===== src/rtl/mac_dot_seq_if.sv =====
// Job, operand-memory and MAC-side signals of the dot-product sequencer.
// master is the sequencer's view; slave is the view of whatever surrounds it.
interface mac_dot_seq_if #(
    parameter int ADDR_W = 8,
    parameter int DATA_W = 32,
    parameter int ACC_W  = 65
);
    logic              start;
    logic [ADDR_W-1:0] base_a;
    logic [ADDR_W-1:0] base_b;
    logic [ADDR_W:0]   len;
    logic              busy;
    logic              done;
    logic [ACC_W-1:0]  result;
    logic              result_valid;
    logic              mem_a_en;
    logic              mem_b_en;
    logic [ADDR_W-1:0] mem_a_addr;
    logic [ADDR_W-1:0] mem_b_addr;
    logic [DATA_W-1:0] mem_a_rdata;
    logic [DATA_W-1:0] mem_b_rdata;
    logic              mac_clear;
    logic              mac_next;
    logic [DATA_W-1:0] mac_a;
    logic [DATA_W-1:0] mac_b;
    logic [ACC_W-1:0]  mac_psum;

    modport master (
        input  start, base_a, base_b, len, mem_a_rdata, mem_b_rdata, mac_psum,
        output busy, done, result, result_valid, mem_a_en, mem_b_en,
               mem_a_addr, mem_b_addr, mac_clear, mac_next, mac_a, mac_b
    );

    modport slave (
        output start, base_a, base_b, len, mem_a_rdata, mem_b_rdata, mac_psum,
        input  busy, done, result, result_valid, mem_a_en, mem_b_en,
               mem_a_addr, mem_b_addr, mac_clear, mac_next, mac_a, mac_b
    );
endinterface


===== src/rtl/mac_dot_seq.sv =====
// Dot-product sequencer: streams operand pairs from two synchronous-read
// memories into a 2-stage pipelined MAC and captures the final psum.
//
// state   | meaning
// IDLE    | waiting for start, job parameters latched on acceptance
// CLEAR   | mac_clear pulse, zeroes the accumulator
// ISSUE   | one operand-memory read per element, address wraps
// DRAIN   | waiting for the last product to reach the accumulator
// CAPTURE | result <= mac_psum
// DONE    | done pulse, result_valid set
module mac_dot_seq #(
    parameter int ADDR_W  = 8,
    parameter int DATA_W  = 32,
    parameter int ACC_W   = 65,
    parameter int MAC_LAT = 2
) (
    input  logic          clk,
    input  logic          rst,
    mac_dot_seq_if.master dot_if
);
    typedef enum logic [2:0] {
        S_IDLE,
        S_CLEAR,
        S_ISSUE,
        S_DRAIN,
        S_CAPTURE,
        S_DONE
    } state_t;

    localparam logic [ADDR_W:0]   CNT_ONE  = 1;
    localparam logic [ADDR_W-1:0] ADDR_ONE = 1;

    state_t            state_q, state_d;
    logic [ADDR_W:0]   cnt_q, cnt_d;
    logic [ADDR_W-1:0] addr_a_q, addr_a_d;
    logic [ADDR_W-1:0] addr_b_q, addr_b_d;
    logic              en_q, en_d;
    logic              clear_q, clear_d;
    logic              done_q, done_d;
    logic              busy_q, busy_d;
    logic              rv_q, rv_d;
    logic [ACC_W-1:0]  result_q, result_d;
    logic [MAC_LAT:0]  vld_q, vld_d;

    always_comb begin
        state_d  = state_q;
        cnt_d    = cnt_q;
        addr_a_d = addr_a_q;
        addr_b_d = addr_b_q;
        en_d     = 1'b0;
        clear_d  = 1'b0;
        done_d   = 1'b0;
        busy_d   = busy_q;
        rv_d     = rv_q;
        result_d = result_q;
        // bit 0 marks the rdata cycle, bit MAC_LAT the accumulate cycle
        vld_d    = {vld_q[MAC_LAT-1:0], en_q};

        unique case (state_q)
            S_IDLE: begin
                if (dot_if.start) begin
                    addr_a_d = dot_if.base_a;
                    addr_b_d = dot_if.base_b;
                    cnt_d    = dot_if.len;
                    rv_d     = 1'b0;
                    clear_d  = 1'b1;
                    busy_d   = 1'b1;
                    state_d  = S_CLEAR;
                end
            end
            S_CLEAR: begin
                if (cnt_q != '0) begin
                    en_d    = 1'b1;
                    state_d = S_ISSUE;
                end else begin
                    state_d = S_CAPTURE;
                end
            end
            S_ISSUE: begin
                cnt_d    = cnt_q - CNT_ONE;
                addr_a_d = addr_a_q + ADDR_ONE;
                addr_b_d = addr_b_q + ADDR_ONE;
                if (cnt_q == CNT_ONE) begin
                    state_d = S_DRAIN;
                end else begin
                    en_d = 1'b1;
                end
            end
            S_DRAIN: begin
                // leave once the final accumulate is the one happening now
                if (vld_d == '0) begin
                    state_d = S_CAPTURE;
                end
            end
            S_CAPTURE: begin
                result_d = dot_if.mac_psum;
                done_d   = 1'b1;
                rv_d     = 1'b1;
                state_d  = S_DONE;
            end
            S_DONE: begin
                busy_d  = 1'b0;
                state_d = S_IDLE;
            end
            default: begin
                busy_d  = 1'b0;
                state_d = S_IDLE;
            end
        endcase
    end

    always_ff @(posedge clk or posedge rst) begin
        if (rst) begin
            state_q  <= S_IDLE;
            cnt_q    <= '0;
            addr_a_q <= '0;
            addr_b_q <= '0;
            en_q     <= 1'b0;
            clear_q  <= 1'b0;
            done_q   <= 1'b0;
            busy_q   <= 1'b0;
            rv_q     <= 1'b0;
            result_q <= '0;
            vld_q    <= '0;
        end else begin
            state_q  <= state_d;
            cnt_q    <= cnt_d;
            addr_a_q <= addr_a_d;
            addr_b_q <= addr_b_d;
            en_q     <= en_d;
            clear_q  <= clear_d;
            done_q   <= done_d;
            busy_q   <= busy_d;
            rv_q     <= rv_d;
            result_q <= result_d;
            vld_q    <= vld_d;
        end
    end

    assign dot_if.busy         = busy_q;
    assign dot_if.done         = done_q;
    assign dot_if.result       = result_q;
    assign dot_if.result_valid = rv_q;
    assign dot_if.mem_a_en     = en_q;
    assign dot_if.mem_b_en     = en_q;
    assign dot_if.mem_a_addr   = addr_a_q;
    assign dot_if.mem_b_addr   = addr_b_q;
    assign dot_if.mac_clear    = clear_q;
    assign dot_if.mac_next     = vld_q[MAC_LAT];
    // stale rdata outside the valid cycle must not reach the MAC
    assign dot_if.mac_a        = vld_q[0] ? dot_if.mem_a_rdata : {DATA_W{1'b0}};
    assign dot_if.mac_b        = vld_q[0] ? dot_if.mem_b_rdata : {DATA_W{1'b0}};
endmodule


===== src/flat_wrapper.sv =====
// flat-port wrapper written by rule: the top's interface ports become plain ports
module mac_dot_seq_flat 
#(
    parameter int ADDR_W  = 8,
    parameter int DATA_W  = 32,
    parameter int ACC_W   = 65,
    parameter int MAC_LAT = 2
)
  (clk, rst, dot_if_start, dot_if_base_a, dot_if_base_b, dot_if_len, dot_if_mem_a_rdata, dot_if_mem_b_rdata, dot_if_mac_psum, dot_if_busy, dot_if_done, dot_if_result, dot_if_result_valid, dot_if_mem_a_en, dot_if_mem_b_en, dot_if_mem_a_addr, dot_if_mem_b_addr, dot_if_mac_clear, dot_if_mac_next, dot_if_mac_a, dot_if_mac_b);
  mac_dot_seq_if #(.ADDR_W(ADDR_W), .DATA_W(DATA_W), .ACC_W(ACC_W)) dot_if_i ();
  input  logic clk;
  input  logic rst;
  input wire logic [$bits(dot_if_i.start)-1:0] dot_if_start;
  input wire logic [$bits(dot_if_i.base_a)-1:0] dot_if_base_a;
  input wire logic [$bits(dot_if_i.base_b)-1:0] dot_if_base_b;
  input wire logic [$bits(dot_if_i.len)-1:0] dot_if_len;
  input wire logic [$bits(dot_if_i.mem_a_rdata)-1:0] dot_if_mem_a_rdata;
  input wire logic [$bits(dot_if_i.mem_b_rdata)-1:0] dot_if_mem_b_rdata;
  input wire logic [$bits(dot_if_i.mac_psum)-1:0] dot_if_mac_psum;
  output wire logic [$bits(dot_if_i.busy)-1:0] dot_if_busy;
  output wire logic [$bits(dot_if_i.done)-1:0] dot_if_done;
  output wire logic [$bits(dot_if_i.result)-1:0] dot_if_result;
  output wire logic [$bits(dot_if_i.result_valid)-1:0] dot_if_result_valid;
  output wire logic [$bits(dot_if_i.mem_a_en)-1:0] dot_if_mem_a_en;
  output wire logic [$bits(dot_if_i.mem_b_en)-1:0] dot_if_mem_b_en;
  output wire logic [$bits(dot_if_i.mem_a_addr)-1:0] dot_if_mem_a_addr;
  output wire logic [$bits(dot_if_i.mem_b_addr)-1:0] dot_if_mem_b_addr;
  output wire logic [$bits(dot_if_i.mac_clear)-1:0] dot_if_mac_clear;
  output wire logic [$bits(dot_if_i.mac_next)-1:0] dot_if_mac_next;
  output wire logic [$bits(dot_if_i.mac_a)-1:0] dot_if_mac_a;
  output wire logic [$bits(dot_if_i.mac_b)-1:0] dot_if_mac_b;
  assign dot_if_i.start = dot_if_start;
  assign dot_if_i.base_a = dot_if_base_a;
  assign dot_if_i.base_b = dot_if_base_b;
  assign dot_if_i.len = dot_if_len;
  assign dot_if_i.mem_a_rdata = dot_if_mem_a_rdata;
  assign dot_if_i.mem_b_rdata = dot_if_mem_b_rdata;
  assign dot_if_i.mac_psum = dot_if_mac_psum;
  assign dot_if_busy = dot_if_i.busy;
  assign dot_if_done = dot_if_i.done;
  assign dot_if_result = dot_if_i.result;
  assign dot_if_result_valid = dot_if_i.result_valid;
  assign dot_if_mem_a_en = dot_if_i.mem_a_en;
  assign dot_if_mem_b_en = dot_if_i.mem_b_en;
  assign dot_if_mem_a_addr = dot_if_i.mem_a_addr;
  assign dot_if_mem_b_addr = dot_if_i.mem_b_addr;
  assign dot_if_mac_clear = dot_if_i.mac_clear;
  assign dot_if_mac_next = dot_if_i.mac_next;
  assign dot_if_mac_a = dot_if_i.mac_a;
  assign dot_if_mac_b = dot_if_i.mac_b;
  mac_dot_seq #(.ADDR_W(ADDR_W), .DATA_W(DATA_W), .ACC_W(ACC_W), .MAC_LAT(MAC_LAT)) u_core (.clk(clk), .rst(rst), .dot_if(dot_if_i));
endmodule

===== config.mk =====
export PLATFORM = sky130hd
export DESIGN_NAME = mac_dot_seq_flat
export DESIGN_NICKNAME = d
export VERILOG_FILES = /design/src/rtl/mac_dot_seq_if.sv /design/src/rtl/mac_dot_seq.sv /design/src/flat_wrapper.sv
export SDC_FILE = /design/constraint.sdc
export NUM_CORES = 1
export LEC_CHECK = 0
export BUFFER_PORTS_ARGS = -buffer_cell sky130_fd_sc_hd__buf_4
export CORE_AREA = 2 2 119 121
export DETAILED_ROUTE_END_ITERATION = 8
export DIE_AREA = 0 0 121 123
export PLACE_DENSITY = 0.71
export SYNTH_ARGS = -nofsm -noshare
export SYNTH_HDL_FRONTEND = slang
export SYNTH_SLANG_ARGS = --single-unit

===== constraint.sdc =====
create_clock -name clk -period 3 [get_ports clk]
set_clock_uncertainty 0.05 [all_clocks]
set_input_delay 0.45 -clock clk [delete_from_list [all_inputs] [get_ports clk]]
set_output_delay 0.45 -clock clk [all_outputs]
set_load 0.03 [all_outputs]

After elaboration in Yosys (flattened, before gate mapping)
Cells that the tools add are included.
{"block": "classes", "add_sub_neg": 3, "eq_ne": 8, "muxes": 23, "bitwise_logic": 1, "n_reduce_logical": 10}
{"operator": "two-way mux 32 bit", "count": 2}
{"operator": "case mux 8 bit (2 select lines)", "count": 2}
{"operator": "case mux 9 bit (2 select lines)", "count": 1}
{"operator": "adder 8 x 1 -> 8 bit (second input constant)", "count": 2}
{"operator": "two-way mux 8 bit", "count": 2}
{"operator": "case mux 3 bit (5 select lines)", "count": 1}
{"operator": "two-way mux 3 bit", "count": 4}
{"operator": "equality test 9 x 1 -> 1 bit (second input constant)", "count": 1}
{"operator": "two-way mux 9 bit", "count": 1}
{"operator": "nonzero test 9 bit", "count": 1}
{"operator": "subtractor 9 x 1 -> 9 bit (second input constant)", "count": 1}
{"operator": "two-way mux 1 bit", "count": 7}
{"operator": "equality test 3 x 2 -> 1 bit (second input constant)", "count": 2}
{"operator": "zero test 3 bit", "count": 2}
{"operator": "case mux 1 bit (2 select lines)", "count": 3}
{"operator": "AND reduction 2 bit", "count": 3}
{"operator": "!= test 2 x 1 -> 1 bit (second input constant)", "count": 2}
{"operator": "nonzero test 2 bit", "count": 2}
{"operator": "OR reduction 4 bit", "count": 1}
{"operator": "equality test 3 x 1 -> 1 bit (second input constant)", "count": 1}
{"operator": "equality test 3 bit (second input constant)", "count": 1}
{"operator": "AND reduction 3 bit", "count": 1}
{"operator": "!= test 2 bit (second input constant)", "count": 1}
{"operator": "inverter 1 bit", "count": 1}
{"block": "word_totals", "register_bits": 101, "in_bits": 157, "out_inout_bits": 152, "wordCells": 56}

Longest topological paths before layout
{"block": "logic_depth", "word_depth": 4, "mapped_depth": 7, "depth_no_buf": 5}

Worst setup path after synthesis
Ideal clock, no wire load.
{"block": "synth_timing", "kind": "register to register", "from": "register u_core.state_q[0]", "to": "register u_core.cnt_q[1]", "setup_time_ns": 0.135, "t_arrival_ns": 1.569, "required_ns": 2.815, "setup_slack_ns": 1.246, "stages_incl_launch_ff": 8, "path_buffers": 3, "period_less_slack_ns": 1.754, "path_cell_list": "dfrtp_1 > buf_6 > or4b_1 > buf_2 > clkinv_4 > buf_6 > mux2i_1 > mux2i_1"}
{"block": "synth_via", "elab_chain_cells": 3, "word_cells_on_any_way": 6, "classes_between": "eq/ne (2); mux (1); reduce/logical (3)"}
{"item": "from (decl)", "line_no": "mac_dot_seq.sv:33", "text": "state_t state_q, state_d;"}
{"item": "from (signal assigned)", "line_no": "mac_dot_seq.sv:126", "text": "state_q <= state_d;"}
{"item": "equality test 3 x 2 -> 1 bit or zero test 3 bit (tied branches)", "line_no": "mac_dot_seq.sv:59", "text": "unique case (state_q)"}
{"item": "nonzero test 2 bit (no source line) or != test 2 bit (tied branches)"}
{"item": "AND reduction 2 bit (no source line)"}
{"item": "to (signal assigned)", "line_no": "mac_dot_seq.sv:127", "text": "cnt_q <= cnt_d;"}
{"item": "to (decl)", "line_no": "mac_dot_seq.sv:34", "text": "logic [ADDR_W:0] cnt_q, cnt_d;"}
Parallel ways exist; a longest one is shown, timed or not.
A chain may end at the register's enable or synchronous reset.

Worst setup path in the final report
{"block": "layout_timing", "from": "register u_core.state_q[0]", "to": "register u_core.cnt_q[5]"}
The elaborated chain is that of the path after synthesis.

==> qor.yml <==
grt_pass1_wl_mm: 22.07
outcome: "complete, no violations"
hpwlAfterDp_mm: 11.91
io_buffers: 308
rows: 43
cp.required_ns: 3.23
utilization_pct: 55.16
setup_viol: 0
core_sq_mm: 0.01361
clk_latency_ns: 0.34
cts.sinks: 101
yosys.area.top_type_share_pct: 53.31
syn_area_sq_mm: 0.004741
dieHeight_um: 123
antenna_left: 0
power_density_mw_per_mm2: 683.4
antenna_found_initial: 3
die_x_um: 121
crit_type: "reg2reg"
grt_usage_pct: 19.18
hold_slack_ns: 0.1716
routabilityCongestion: 0.8896
htree_levels: 3
synth_edf_count: 0
worst-path-max-fanout: 26
drc: 0
fin_crit_sh_pct: 69.16
hold_buffers: 0
layout_common_cells: "313 x buf_4, 101 x dfrtp_1, 68 x and2_1"
crit_chain: "or3b_1 > or4_1 > nand3_1"
ys_async_sr_fraction_pct: 100.0
cts-root-buf: "clkbuf_16"
grt.overflow.total: 0
grt_pass1_vias: 4327
rsz0062_at_grt: "false"
fin_setup_tns_ns: 0
end_kind: "register"
vias_per_cell: 4.871
hold_viol_final: 0
routed_wl_mm: 15.20
ys_top_cells_by_area: "dfrtp_1 53%, mux2_2 16%, and2_1 9.0%"
initial_core_util_pct: 34.83
cts_made_buffers: 9
syn_to_final_growth_pct: 58.38
syn_nets: 566
synth.distinct_cells: 42
fin_cells: 891
dp_slack_ns: 0.9346
relSlewSlack_pct: 39.30
cp_slowest_cell: "or3b_1"
maxCapViolCount: 0
crit_arrival_ns: 2.30
p_leak_uw: 0.003882
ys_seq_elements: 101
slowest_delay_ns: 0.76
cts_tree: "yes"
ir_worst_vdd_uv: 606.0
yosysWarningCount: 0
fmax_mhz: 482.0
slew_violations: 0
dr.pass1.iters: 4
ys_seq_area_share_pct: 53.31
cts.path.max_buffers: 2
num_vias: 4340
synth_top_flop_cell: "dfrtp_1"
dr.first_iter.drc_count: 192
critPathTopFamily: "simple AND/OR/NAND/NOR gates"
layout_commonest_cell: "buf_4"
die_area_sq_mm: 0.01488
postCtsSetupRepairBufs: 0
worst_pin_slew_ns: 0.9065
wl_per_cell_um: 17.06
clk_pin_slew_worst_paths_ns: 0.07
drive_above_1_share_pct: 57.20
hp-class: "in2async"
path_buf_inv: 0
syn_inst: 404
min_period_ns: 2.075
synth_area_per_cell_sq_um: 11.73
grt_max_degree: 71
yosysTopAreaCell: "dfrtp_1"
setup_ws_ns: 0.9252
cp-start-kind: "register"
final_nets: 865
cts_resized: 0
post-place-cells: 872
ioPinCount: 309
==> report_power, final <==
part           leakage (uW)  internal [uW]  switching [uW]
logic               0.00242            910            1260
registers           0.00132           1560             260
clock network      0.000142            584             553
==> flip-flops by register name (all words and copies together), names as in the netlist <==
name	count
u_core.dot_if.result	65
u_core.cnt_q	9
u_core.dot_if.mem_a_addr	8
u_core.dot_if.mem_b_addr	8
u_core.state_q	3
u_core.vld_q	3
u_core.dot_if.busy	1
u_core.dot_if.done	1
u_core.dot_if.mac_clear	1
u_core.dot_if.mem_a_en	1
u_core.dot_if.result_valid	1
==> per-stage QoR <==
stage / cell area, sq um / power (uW)
6_report: 7508 / 5131
5_1_grt: 7506 / 5432
4_1_cts: 7501 / 5180
3_5_place_dp: 7209 / 4023
3_3_place_gp: 7209 / 3969
2_1_floorplan: 4745 / 3172
==> worst reg2reg max path: cells and delay by family, from the launching register on <==
family / cells / cell delay [ns]
flops: 1 / 0.49
simple gates: 3 / 1.48
==> area by class of cell <==
class                      instances  area [sq um]
clock inverter                     7         66.31
timing repair buffer             314          2370
multi-input combinational        268          2044
inverter                           9         42.54
fill                            1190          6103
sequential                       101          2527
clock buffer                       9         225.2
antenna                            3         7.507
tap                              180         225.2
==> kinds of logic after synthesis <==
kind of cell | after synthesis | synth area share, %
flip-flops | 101 | 53.31
buffers and inverters | 35 | 3.800
adder cells (fa/ha/maj) | 5 | 1.320
AND/OR/NAND/NOR | 154 | 18.66
multiplexers | 68 | 16.10
AO/OA/AOI/OAI | 41 | 6.809
==> worst paths after layout <==
path | start | end | slack [ns] | depth (start not counted)
max | u_core.state_q[0] | u_core.cnt_q[5] | 0.93 | 3
min reg2reg | u_core.vld_q[1] | u_core.vld_q[2] | 0.34 | 0
min in group clk | dot_if_len[3] | u_core.cnt_q[3] | 0.26 | 3
min | rst | u_core.dot_if.result[20] | 0.17 | 2
max in group asynchronous | rst | u_core.dot_if.result[18] | 1.91 | 3
max reg2reg | u_core.state_q[0] | u_core.cnt_q[5] | 0.93 | 3
==> cells in the mapped netlist, drive strengths merged (4+ instances only) <==
library cell,n
a211oi,11
a311oi,10
a31oi,4
and2,68
and3,4
buf,15
clkbuf,11
dfrtp,101
ha,5
inv,8
mux2,66
nand2,11
nand3,8
nand4,4
nor2,25
nor3,13
nor4,6
o21ai,4
==> per-layer routing <==
metal	track usage, %	wire [um]	vias to the layer above
met5	0	0	-
met4	9.012	404	0
met3	5.858	1423	23
met2	35.11	8021	216
met1	20.08	5351	2068
li1	-	-	2033
Power figures use the tool's default switching activity.
